==> src/rtl/ifu_fetch_ysyx_24100029.sv <==
// Instruction fetch unit: issues one word fetch at a time to instruction
// memory, presents the returned word (or a fault) to the core, then waits for
// the core to supply the next fetch address.
//
// Fault encoding on inst_fault:
//   00 no fault, 01 memory access error, 10 response timeout, 11 misaligned pc
//
// The request and instruction handshakes are decoded straight from the state
// register. Every other output is a dedicated register, so nothing the core or
// the memory sees depends combinationally on an input.
module ifu_fetch_ysyx_24100029 #(
    parameter logic [31:0] RESET_PC = 32'h80000000,
    parameter int unsigned TIMEOUT  = 255
) (
    input  logic        clk,
    input  logic        rst_n,

    // instruction memory request channel
    output logic        req_valid,
    output logic [31:0] req_addr,
    input  logic        req_ready,

    // instruction memory response channel
    input  logic        resp_valid,
    input  logic [31:0] resp_data,
    input  logic        resp_err,

    // instruction channel towards the core
    output logic        inst_valid,
    output logic [31:0] inst,
    output logic [31:0] inst_pc,
    output logic [1:0]  inst_fault,
    input  logic        inst_ready,

    // next-pc feedback from the core
    input  logic        npc_valid,
    input  logic [31:0] npc,

    output logic [31:0] fetch_cnt
);

    typedef enum logic [2:0] {
        S_IDLE = 3'd0,
        S_REQ  = 3'd1,
        S_WAIT = 3'd2,
        S_OUT  = 3'd3,
        S_NPC  = 3'd4
    } state_t;

    localparam logic [1:0] FAULT_NONE     = 2'b00;
    localparam logic [1:0] FAULT_ACCESS   = 2'b01;
    localparam logic [1:0] FAULT_TIMEOUT  = 2'b10;
    localparam logic [1:0] FAULT_MISALIGN = 2'b11;

    // The wait counter is 8 bits wide, so only the low byte of TIMEOUT matters.
    localparam logic [7:0] TIMEOUT_LIM = 8'(TIMEOUT);

    state_t      state_reg,      state_next;
    logic [31:0] pc_reg,         pc_next;
    logic [31:0] req_addr_reg,   req_addr_next;
    logic [31:0] inst_reg,       inst_next;
    logic [31:0] inst_pc_reg,    inst_pc_next;
    logic [1:0]  inst_fault_reg, inst_fault_next;
    logic [31:0] fetch_cnt_reg,  fetch_cnt_next;
    logic [7:0]  tmo_cnt_reg,    tmo_cnt_next;
    logic [7:0]  tmo_cnt_inc;

    assign tmo_cnt_inc = tmo_cnt_reg + 8'd1;

    // FSM state register; reset drops straight back to idle, which abandons
    // any request still in flight.
    always_ff @(posedge clk or negedge rst_n) begin
        if (!rst_n) begin
            state_reg <= S_IDLE;
        end else begin
            state_reg <= state_next;
        end
    end

    // Datapath registers: fetch pc, request address, presented instruction,
    // retired-instruction counter and response timeout counter.
    always_ff @(posedge clk or negedge rst_n) begin
        if (!rst_n) begin
            pc_reg         <= RESET_PC;
            req_addr_reg   <= RESET_PC;
            inst_reg       <= 32'h0;
            inst_pc_reg    <= 32'h0;
            inst_fault_reg <= FAULT_NONE;
            fetch_cnt_reg  <= 32'h0;
            tmo_cnt_reg    <= 8'h0;
        end else begin
            pc_reg         <= pc_next;
            req_addr_reg   <= req_addr_next;
            inst_reg       <= inst_next;
            inst_pc_reg    <= inst_pc_next;
            inst_fault_reg <= inst_fault_next;
            fetch_cnt_reg  <= fetch_cnt_next;
            tmo_cnt_reg    <= tmo_cnt_next;
        end
    end

    // Next-state and next-datapath decode; every register holds by default,
    // so inputs arriving in a state that does not expect them have no effect.
    always_comb begin
        state_next      = state_reg;
        pc_next         = pc_reg;
        req_addr_next   = req_addr_reg;
        inst_next       = inst_reg;
        inst_pc_next    = inst_pc_reg;
        inst_fault_next = inst_fault_reg;
        fetch_cnt_next  = fetch_cnt_reg;
        tmo_cnt_next    = tmo_cnt_reg;

        case (state_reg)
            S_IDLE: begin
                state_next = S_REQ;
            end

            S_REQ: begin
                // req_valid is high throughout this state, so req_ready alone
                // completes the handshake.
                if (req_ready) begin
                    state_next   = S_WAIT;
                    tmo_cnt_next = 8'h0;
                end
            end

            S_WAIT: begin
                // A response arriving on the timeout cycle still wins: the
                // counter only advances on cycles without resp_valid.
                if (resp_valid) begin
                    inst_next       = resp_data;
                    inst_pc_next    = pc_reg;
                    inst_fault_next = resp_err ? FAULT_ACCESS : FAULT_NONE;
                    state_next      = S_OUT;
                end else begin
                    tmo_cnt_next = tmo_cnt_inc;
                    if (tmo_cnt_inc == TIMEOUT_LIM) begin
                        inst_next       = 32'h0;
                        inst_pc_next    = pc_reg;
                        inst_fault_next = FAULT_TIMEOUT;
                        state_next      = S_OUT;
                    end
                end
            end

            S_OUT: begin
                if (inst_ready) begin
                    fetch_cnt_next = fetch_cnt_reg + 32'd1;
                    state_next     = S_NPC;
                end
            end

            S_NPC: begin
                if (npc_valid) begin
                    pc_next = npc;
                    if (npc[1:0] == 2'b00) begin
                        // Only aligned addresses ever reach req_addr.
                        req_addr_next = npc;
                        state_next    = S_REQ;
                    end else begin
                        // Misaligned target: report it directly without
                        // touching memory.
                        inst_next       = 32'h0;
                        inst_pc_next    = npc;
                        inst_fault_next = FAULT_MISALIGN;
                        state_next      = S_OUT;
                    end
                end
            end

            default: begin
                state_next = S_IDLE;
            end
        endcase
    end

    assign req_valid  = (state_reg == S_REQ);
    assign req_addr   = req_addr_reg;
    assign inst_valid = (state_reg == S_OUT);
    assign inst       = inst_reg;
    assign inst_pc    = inst_pc_reg;
    assign inst_fault = inst_fault_reg;
    assign fetch_cnt  = fetch_cnt_reg;

endmodule
==> config.mk <==
export PLATFORM = sky130hd
export DESIGN_NAME = ifu_fetch_ysyx_24100029
export DESIGN_NICKNAME = d
export VERILOG_FILES = /design/src/rtl/ifu_fetch_ysyx_24100029.sv
export SDC_FILE = /design/constraint.sdc
export NUM_CORES = 1
export LEC_CHECK = 0
export ABC_AREA = 1
export BUFFER_PORTS_ARGS = -buffer_cell sky130_fd_sc_hd__buf_4
export CAP_MARGIN = 5
export CORE_ASPECT_RATIO = 0.6
export CORE_MARGIN = 2
export CORE_UTILIZATION = 45
export DETAILED_ROUTE_END_ITERATION = 12
export GPL_TIMING_DRIVEN = 0
export PLACE_DENSITY = 0.69
export SLEW_MARGIN = 5
export SYNTH_ARGS = -nofsm -noshare
export SYNTH_HDL_FRONTEND = slang
export SYNTH_SLANG_ARGS = --single-unit
==> constraint.sdc <==
create_clock -name clk -period 2.16 [get_ports clk]
set_input_delay 0.324 -clock clk [delete_from_list [all_inputs] [get_ports clk]]
set_output_delay 0.324 -clock clk [all_outputs]
set_load 0.01 [all_outputs]
==> impl_metrics.yaml, run 1 <==
synthesis:
  syn-num-nets: 1054
  synthArstFlopShare: 1.00
  yosys-top-cells-count: "335 x nand2_1, 171 x dfrtp_1, 102 x o21ai_0"
  yosys-top-cells-area: "dfrtp_1 53%, nand2_1 16%, o21ai_0 6.4%, nand4_1 6.2%, inv_1 3.8%"
  dominantRegCellSynth: "dfrtp_1"
  syn_area_sq_um: 8000
  synth_top_cell_area_share: 0.535
  yosysMostFrequentCell: "nand2_1"
  synth.lib_cells_used.distinct: 30
  yosysSeqAreaShare: 0.541
  synthesis.area_per_instance_sq_um: 8.16
  synthesis.yosys.warnings: 0
  synth_seq_cells: 173
  netlist.top_cell.by_area: "dfrtp_1"
  number_of_cells_produced_by_synthesis: 980
  synth_edf_count: 0
grt:
  pin_count_of_the_biggest_net_entering_global_routing: 94
  grt_antenna_before_repair: 0
  grt_pass1_wl_microns: 36900
  grt.overflow.total: 0
  grtUsageTotal: 0.251
  grt_pass1_vias: 6844
setup_path:
  worst-endpoint-required_ns: 2.47
  critPathKind: "reg -> reg"
  worst-path-max-fanout: 10
  timing.critical_path.arrival_ns: 2.32
  critical_path.startpoint_type: "flip-flop"
  critical_path.endpoint_type: "flip-flop"
power_and_ir_drop:
  part_of_the_total_power_dissipated_in_sequential_elements: 0.398
  leakage_nw: 5.59
  total_switching_power_mw: 4.55
  power.share.combinational: 0.362
  worst_ir_drop_vdd_v: 0.000590
  power_density_nw_per_um2: 1190
  sw_frac_of_total: 0.362
  p_int_mw: 8.01
  pwr-share-clk: 0.240
run:
  number_of_maximum_capacitance_constraint_violations: 0
timing:
  setup_viol: 0
  final.setup.worst_slack_ns: 0.147
  drv_slew: 0
  final-hold-violation-count: 0
  unrepaired_setup_endpoints_after_global_routing: "true"
  post-route-min-period_ns: 2.01
  timing.slew.headroom: 0.530
  max_freq_mhz: 497
  worst-slew-pin-transition_ns: 0.704
  finClkSkew_ns: 0.0139
  timing.final.crit_share: 0.932
cts:
  ctsHtreeMaxLevel: 4
  cts_made_buffers: 17
  cts.sink_count: 173
  clkTransAtPathRegs_ns: 0.07
  ctsLongestPathBuffers: 2
  cts.root.buffer_cell: "clkbuf_16"
  worst_skew_pair_later_pin_latency_ns: 0.43
  cts_tree: "done"
route:
  drcViolationCount: 0
  wl_per_cell_microns: 15.8
  detail_route.iter0.violations: 591
  ant_nets: 0
  num_vias: 7514
  drt_pre_antenna_iters: 5
  drt-total-wl_microns: 22900
  drt-vias-per-instance: 5.17
floorplan:
  fp.dieArea_sq_um: 18900
  core_area_sq_um: 17300
  standard_cell_rows: 37
  floorplan.die.height_microns: 107
  start_util: 0.463
  io_pins: 203
  die_w_microns: 176
placement:
  placedCellCount: 1416
  post-dp-hpwl_microns: 16700
  dp_slack_ns: -0.108
  globalplace.congestion: 0.884
  port_buffers: 201
layout:
  ratio_of_cells_with_drive_above_1_in_the_final_layout: 0.235
  syn_to_layout_area_delta_pct: 31.7
  stdcell_count: 1453
  nets: 1280
  diodes: 0
  nFillCells: 1590
outcome:
  run_status: "completed"
min_path:
  timing.hold.worst.class: "in -> reg"
==> critical path, cell delays in order, from the launching register on <==
cell and delay, ns:
dfrtp_1 0.41, ha_4 0.18, nand3_1 0.11, o21bai_1 0.16, nand2_1 0.09, nor2_1 0.16, nand3_2 0.10, nand2_4 0.13
nand3_2 0.11, buf_8 0.19, buf_6 0.14, nand2_1 0.06, nand2_1 0.06
==> cell families after synthesis <==
| kind of cell | Yosys count | share of synthesized area |
|---|---|---|
| adders and majority gates | 3 | 0.00469 |
| xor gates and xnor gates | 27 | 0.0296 |
| buffers and inverters | 137 | 0.0707 |
| DFF | 173 | 0.541 |
| AOI/OAI and AO/OA | 114 | 0.0733 |
| and+or+nand+nor | 526 | 0.280 |
==> power by group through the flow <==
| stage | clock, mW | combinational (mW) | sequential (mW) |
|---|---|---|---|
| after floorplan | 0 | 2.08 | 5.25 |
| after global placement | 0 | 4.39 | 5.02 |
| after detailed placement | 0 | 4.48 | 5.03 |
| after CTS | 3.07 | 4.49 | 5.00 |
| after global routing | 3.24 | 5.10 | 5.13 |
| final | 3.01 | 4.55 | 5.01 |
==> layout make-up <==
| type | count | area [sq um] | area share |
|---|---|---|---|
| plain buffers | 56 | 287 | 0.0272 |
| clock buffers | 20 | 467 | 0.0443 |
| clock inverters | 12 | 110 | 0.0104 |
| inverters | 81 | 307 | 0.0291 |
| multi-input cells | 670 | 3150 | 0.299 |
| flip-flops and latches | 173 | 4330 | 0.411 |
| well taps | 234 | 293 | 0.0278 |
| repair buffers | 207 | 1600 | 0.151 |
==> repair_timing <==
| action | in CTS | in global routing |
|---|---|---|
| hold endpoints to repair | 90 | 0 |
| pin swaps | 0 | 1 |
| gates resized for setup | 3 | 37 |
| endpoints found under the setup margin | 43 | 105 |
| hold buffers | 1 | 0 |
| setup buffers | 0 | 4 |
| gates cloned | 0 | 0 |
==> layout by cell type, fill, tap and decap left out, types with 3 or more instances in the layout <==
cell type	instances
nand4_1	79
o22ai_1	3
a21oi_1	4
clkbuf_1	25
xnor2_1	12
clkbuf_8	3
xor2_1	15
buf_6	4
buf_4	205
nor2_1	62
inv_6	4
o21ai_0	102
clkbuf_2	14
clkbuf_16	17
clkinv_2	4
nand3_1	26
nand2_1	333
buf_2	8
dfrtp_1	171
nor3_1	10
inv_1	80
nor2_2	6
==> layer usage <==
metal  wire [microns]  GRT usage
met5                0          0
met4              208     0.0608
met3             1930     0.0554
met2             9430      0.351
met1            11300      0.392
==> through the flow <==
stage | TNS, ns | hold slack, ns | total power, mW | util | cell area, sq um
2_1_floorplan | 0 | 0.0284 | 7.33 | - | 8000
3_3_place_gp | -48.89 | 0.457 | 9.40 | 0.568 | 9800
3_5_place_dp | -1.74 | 0.399 | 9.51 | 0.570 | 9840
4_1_cts | 0 | 0.171 | 12.6 | 0.604 | 10400
5_1_grt | -0.435 | 0.188 | 13.5 | 0.610 | 10500
6_report | 0 | 0.184 | 12.6 | 0.610 | 10500
==> final timing paths <==
path                       slack, ns                       start  cells after the start                  endpoint
setup / recovery                0.15  tmo_cnt_reg[0]$_DFFE_PN0P_                     12      inst[28]$_DFFE_PN0P_
hold / removal                  0.18                     npc[21]                      3  req_addr[21]$_DFFE_PN0P_
setup reg to reg                0.15  tmo_cnt_reg[0]$_DFFE_PN0P_                     12      inst[28]$_DFFE_PN0P_
hold reg to reg                 0.47         inst[6]$_DFFE_PN0P_                      2       inst[6]$_DFFE_PN0P_
max in group asynchronous       0.81                       rst_n                      3  state_reg[1]$_DFFE_PN0P_
min in group asynchronous       0.51                       rst_n                      2  req_addr[10]$_DFFE_PN0P_
No activity file was read; power rests on OpenSTA's default activity.
==> run 2, diff against run 1 <==
--- a/config.mk
+++ b/config.mk
@@ -5,7 +5,6 @@
 export SDC_FILE = /design/constraint.sdc
 export NUM_CORES = 1
 export LEC_CHECK = 0
-export ABC_AREA = 1
 export BUFFER_PORTS_ARGS = -buffer_cell sky130_fd_sc_hd__buf_4
 export CAP_MARGIN = 5
 export CORE_ASPECT_RATIO = 0.6
==> impl_metrics.yaml, run 2 <==
floorplan:
  core_area_sq_um: 18300
  fp.dieArea_sq_um: 20000
  standard_cell_rows: 38
  die_w_microns: 181
  start_util: 0.465
  floorplan.die.height_microns: 110
  io_pins: 203
power_and_ir_drop:
  worst_ir_drop_vdd_v: 0.000714
  total_power_mw: 13.7
  power_density_nw_per_um2: 1210
  leakage_nw: 5.45
placement:
  globalplace.congestion: 0.804
  dp_slack_ns: -0.340
  placedCellCount: 1298
  post-dp-hpwl_microns: 17400
  port_buffers: 202
synthesis:
  synthesis.yosys.warnings: 0
  synth.lib_cells_used.distinct: 48
  yosys-top-cells-area: "dfrtp_1 50%, nand2_1 8.2%, mux2i_1 3.8%, a221oi_1 3.3%, xnor2_1 3.0%"
  syn_area_sq_um: 8490
  syn-num-nets: 929
  dominantRegCellSynth: "dfrtp_1"
  yosys-top-cells-count: "186 x nand2_1, 171 x dfrtp_1, 47 x nand3_1"
  yosysMostFrequentCell: "nand2_1"
  synth_top_cell_area_share: 0.504
  synthArstFlopShare: 1.00
  synth_edf_count: 0
  synth_seq_cells: 173
  yosysSeqAreaShare: 0.510
  netlist.top_cell.by_area: "dfrtp_1"
  synthesis.area_per_instance_sq_um: 9.93
  number_of_cells_produced_by_synthesis: 855
setup_path:
  critical_path.startpoint_type: "flip-flop"
  critical_path.endpoint_type: "flip-flop"
  worst-path-max-fanout: 10
  worst-endpoint-required_ns: 2.47
  critPathKind: "reg -> reg"
  timing.critical_path.arrival_ns: 2.42
  flop2flop_setup_slack_ns: 0.06
outcome:
  run_status: "completed"
cts:
  cts_made_buffers: 17
  clkTransAtPathRegs_ns: 0.07
  ctsHtreeMaxLevel: 4
  cts.root.buffer_cell: "clkbuf_16"
  ctsLongestPathBuffers: 2
  cts.sink_count: 173
  worst_skew_pair_later_pin_latency_ns: 0.44
  cts_tree: "done"
layout:
  syn_to_layout_area_delta_pct: 33.1
  most_common_cell_after_layout_fill_and_taps_aside: "buf_4"
  layout_common_cells: "219 x buf_4, 186 x nand2_1, 167 x dfrtp_1"
  nets: 1162
  multiInputGateArea_sq_um: 4000
  nFillCells: 1527
  ratio_of_cells_with_drive_above_1_in_the_final_layout: 0.319
  area.sequential_sq_um: 4340
  stdcell_count: 1341
  diodes: 0
route:
  drt_pre_antenna_iters: 5
  drt-total-wl_microns: 24600
  wl_per_cell_microns: 18.3
  num_vias: 7503
  drt-vias-per-instance: 5.60
  ant_nets: 0
  detail_route.iter0.violations: 567
  drcViolationCount: 0
timing:
  drv_slew: 0
  timing.hold.ws_ns: 0.0963
  max_freq_mhz: 475
  finClkSkew_ns: 0.00868
  setup_viol: 0
  timing.final.crit_share: 0.974
  worst-slew-pin-transition_ns: 0.680
  final-hold-violation-count: 0
  unrepaired_setup_endpoints_after_global_routing: "true"
  timing.slew.headroom: 0.546
  final.setup.worst_slack_ns: 0.0569
  post-route-min-period_ns: 2.10
min_path:
  timing.hold.worst.class: "in -> reg"
grt:
  grt_pass1_wl_microns: 38600
  grt_antenna_before_repair: 0
  grtUsageTotal: 0.248
  pin_count_of_the_biggest_net_entering_global_routing: 102
  grt_pass1_vias: 7027
  grt.overflow.total: 0
run:
  number_of_maximum_capacitance_constraint_violations: 0
[run 2: changes by cell type after synthesis, sizes merged, moves of 19 or more]
cell    delta
and3      +38
mux2i     +32
a221oi    +32
o21ai     -62
or4       +32
mux2      +31
nor3      +22
nand4     -68
inv       -74
a22oi     +32
nand2    -150
nand3     +19
nor2      -52
[run 2: routing by layer]
layer  routed length [microns]  up-vias  GRT usage
met1                     12200     3661      0.380
met2                     10300      292      0.343
li1                          -     3533          -
met3                      1890       17     0.0683
met4                       216        0     0.0557
met5                         0        -          0
[run 2: path summary, 6_finish.rpt]
check                                               from                       end  cells after the start
worst max-delay path            state_reg[2]$_DFFE_PN0P_   inst_pc[23]$_DFFE_PN0P_                      7
worst min-delay path                             npc[17]    pc_reg[17]$_DFFE_PN0P_                      3
worst max register to register  state_reg[2]$_DFFE_PN0P_   inst_pc[23]$_DFFE_PN0P_                      7
worst min register to register    pc_reg[31]$_DFFE_PN1P_    pc_reg[31]$_DFFE_PN1P_                      2
max in group asynchronous                          rst_n  state_reg[0]$_DFFE_PN0P_                      3
min in group asynchronous                          rst_n  req_addr[25]$_DFFE_PN0P_                      2
[run 2: layout make-up]
class / instances / share of cell area
Inverter: 7 / 0.00233
Buffer: 67 / 0.0358
Timing Repair Buffer: 214 / 0.145
Tap cell: 240 / 0.0266
Clock buffer: 26 / 0.0433
Sequential cell: 173 / 0.384
Multi-Input combinational cell: 608 / 0.354
Clock inverter: 6 / 0.00964
[run 2: cell families after synthesis]
logic type | count (synthesis) | synth area share
xor+xnor | 36 | 0.0371
compound gates | 120 | 0.0989
fa+ha+maj | 3 | 0.00442
flops | 173 | 0.510
buf+inv | 74 | 0.0404
simple gates | 386 | 0.230
mux | 63 | 0.0789
[run 2: repair_timing]
item / 4_1_cts / 5_1_grt
hold buffers: 1 / 0
pin swaps: 2 / 3
buffers inserted: 3 / 7
gates resized for setup: 22 / 80
endpoints found under the hold margin: 72 / 0
endpoints found under the setup margin: 83 / 79
gates cloned: 0 / 0
[run 2: through the flow]
stage,TNS (ns),util,area (sq um)
floorplan,0,-,8490
global placement,-63.85,0.564,10300
detailed placement,-12.13,0.566,10300
CTS,0,0.603,11000
global route,-0.142,0.619,11300
finish,0,0.619,11300
[run 2: power breakdown]
group	internal (mW)	switching, mW
logic	2.60	2.71
registers	4.35	0.869
clock network	1.92	1.27
total	8.87	4.85
[run 2: worst max-delay path, cell delays in order (launching register included)]
cell and delay (ns):
dfrtp_1 0.38, clkbuf_4 0.19, nand2b_2 0.26, o22a_1 0.28, buf_4 0.20, buf_2 0.22, a221oi_1 0.34, nand3_1 0.11
==> run 3, diff against run 2 <==
--- a/config.mk
+++ b/config.mk
@@ -8,8 +8,9 @@
 export BUFFER_PORTS_ARGS = -buffer_cell sky130_fd_sc_hd__buf_4
 export CAP_MARGIN = 5
 export CORE_ASPECT_RATIO = 0.6
-export CORE_MARGIN = 2
+export CORE_MARGIN = 5
 export CORE_UTILIZATION = 45
+export CTS_BUF_LIST = sky130_fd_sc_hd__clkbuf_8
 export DETAILED_ROUTE_END_ITERATION = 12
 export GPL_TIMING_DRIVEN = 0
 export PLACE_DENSITY = 0.69
==> impl_metrics.yaml, run 3 (synthesis gave the netlist of run 2 again) <==
timing:
  setup_tns_ns: 0
  drv_slew: 0
  setup_viol: 0
  finClkSkew_ns: 0.0134
  timing.final.crit_share: 0.964
  max_freq_mhz: 480
  timing.slew.headroom: 0.591
  final-hold-violation-count: 0
  worst-slew-pin-transition_ns: 0.613
  post-route-min-period_ns: 2.08
cts:
  cts_made_buffers: 17
  clkTransAtPathRegs_ns: 0.10
  ctsLongestPathBuffers: 2
  cts.root.buffer_cell: "clkbuf_8"
  cts.sink_count: 173
  worst_skew_pair_later_pin_latency_ns: 0.47
  cts_tree: "done"
  ctsHtreeMaxLevel: 4
layout:
  fin_util: 0.610
  diodes: 0
  syn_to_layout_area_delta_pct: 31.5
  ratio_of_cells_with_drive_above_1_in_the_final_layout: 0.319
  layout_common_cells: "222 x buf_4, 186 x nand2_1, 167 x dfrtp_1"
  most_common_cell_after_layout_fill_and_taps_aside: "buf_4"
  nets: 1167
  nFillCells: 1571
setup_path:
  worst-endpoint-required_ns: 2.51
  timing.critical_path.arrival_ns: 2.43
  critical_path.endpoint_type: "flip-flop"
  critPathKind: "reg -> reg"
  crit_path_leading_delay_family: "buffers and inverters"
  r2r_start: "tmo_cnt_reg[0]$_DFFE_PN0P_"
  worst_path_max_delay_cell: "dfrtp_2"
  regToRegEndpoint: "inst_pc[29]$_DFFE_PN0P_"
  crit_chain: "buf_4 -> nand2_1 -> xnor2_1 -> a31oi_2 -> buf_4 -> buf_2 -> buf_2 -> a221oi_1 -> nand3_1"
  critical-path-max-stage-delay_ns: 0.46
  critical_path.startpoint_type: "flip-flop"
  r2r_cells: 9
  flop2flop_setup_slack_ns: 0.08
  worst-path-max-fanout: 10
  critPathBufInv: 4
min_path:
  hold_path_end: "pc_reg[15]$_DFFE_PN0P_"
  timing.hold.worst.class: "in -> reg"
  count_of_cells_along_the_worst_hold_path: 3
  hold_path_startpoint: "npc[15]"
floorplan:
  core_area_sq_um: 18300
  die_w_microns: 187
  start_util: 0.464
  fp.dieArea_sq_um: 21800
  floorplan.die.height_microns: 116
  standard_cell_rows: 38
  io_pins: 203
placement:
  globalplace.congestion: 0.840
  port_buffers: 202
  post-dp-hpwl_microns: 17900
route:
  drcViolationCount: 0
  drt-total-wl_microns: 25000
  ant_nets: 0
  wl_per_cell_microns: 18.6
  drt_pre_antenna_iters: 6
  num_vias: 7587
  detail_route.iter0.violations: 769
  drt-vias-per-instance: 5.64
grt:
  grt_antenna_before_repair: 1
  grt_pass1_wl_microns: 39900
  pin_count_of_the_biggest_net_entering_global_routing: 115
  grt.overflow.total: 0
  grt_pass1_vias: 7335
  grtUsageTotal: 0.227
power_and_ir_drop:
  leakage_nw: 5.40
  worst_ir_drop_vdd_v: 0.000613
  power_density_nw_per_um2: 1180
outcome:
  run_status: "completed"
run:
  number_of_maximum_capacitance_constraint_violations: 0
-- run 3: cell types whose count changed in the layout (fill, tap and decap cells not counted), sizes merged --
cell	change
clkinv	+1
inv	+1
clkbuf	-8
buf	+7
bufinv	+2
clkinvlp	+1
-- run 3: per-layer routing --
layer,GRT usage,up-vias,share of wire
met5,0,-,0.00080
met4,0.0492,2,0.0080
met3,0.0717,20,0.085
met2,0.316,324,0.42
met1,0.345,3700,0.48
li1,-,3541,-
-- run 3: per-stage QoR --
step	cells	total power, mW	setup WS [ns]	hold WS (ns)	area (sq um)
2_1_floorplan	855	7.83	0.234	0.0284	8490
3_5_place_dp	1298	10.2	-0.381	0.292	10300
3_3_place_gp	1297	10.1	-0.346	0.445	10300
4_1_cts	1333	13.0	-0.0171	0.0280	10900
6_report	1345	13.2	0.0783	0.0622	11200
5_1_grt	1345	14.0	-0.00972	0.0386	11200
-- run 3: worst max-delay path by stage --
stage | to | from | cells after the start | slack [ns]
finish | inst_pc[29]$_DFFE_PN0P_ | tmo_cnt_reg[0]$_DFFE_PN0P_ | 9 | 0.08
global placement | inst[18]$_DFFE_PN0P_ | tmo_cnt_reg[0]$_DFFE_PN0P_ | 7 | -0.35
CTS | inst[14]$_DFFE_PN0P_ | tmo_cnt_reg[0]$_DFFE_PN0P_ | 7 | -0.02
global route | inst_pc[19]$_DFFE_PN0P_ | tmo_cnt_reg[0]$_DFFE_PN0P_ | 9 | -0.01
detailed placement | inst[14]$_DFFE_PN0P_ | tmo_cnt_reg[0]$_DFFE_PN0P_ | 7 | -0.38
floorplan | inst_pc[27]$_DFFE_PN0P_ | tmo_cnt_reg[0]$_DFFE_PN0P_ | 8 | 0.23
-- run 3: worst min-delay path, stage by stage --
cell and delay, ns:
buf_4 0.09, nand2_1 0.04, nand2_1 0.05
-- run 3: what timing repair did --
action / 4_1_cts / 5_1_grt
endpoints found under the hold margin: 59 / 0
setup endpoints to repair: 90 / 73
gates resized for setup: 19 / 71
pin swaps: 1 / 5
hold buffers: 1 / 0
setup buffers: 3 / 12
-- run 3: report_power, final --
| part | switching [mW] | internal (mW) | total, mW |
|---|---|---|---|
| Clock | 1.18 | 1.46 | 2.64 |
| Combinational | 2.72 | 2.62 | 5.34 |
| Sequential | 0.864 | 4.35 | 5.21 |
| Total | 4.77 | 8.43 | 13.2 |
-- run 3: final cells by class --
| class | instances | area [sq um] | area share |
|---|---|---|---|
| inverters | 7 | 26.3 | 0.00235 |
| multi-input cells | 608 | 3970 | 0.356 |
| plain buffers | 67 | 387 | 0.0346 |
| clock inverters | 11 | 189 | 0.0169 |
| well taps | 240 | 300 | 0.0269 |
| repair buffers | 219 | 1670 | 0.150 |
| clock buffers | 20 | 275 | 0.0247 |
| flip-flops and latches | 173 | 4340 | 0.389 |
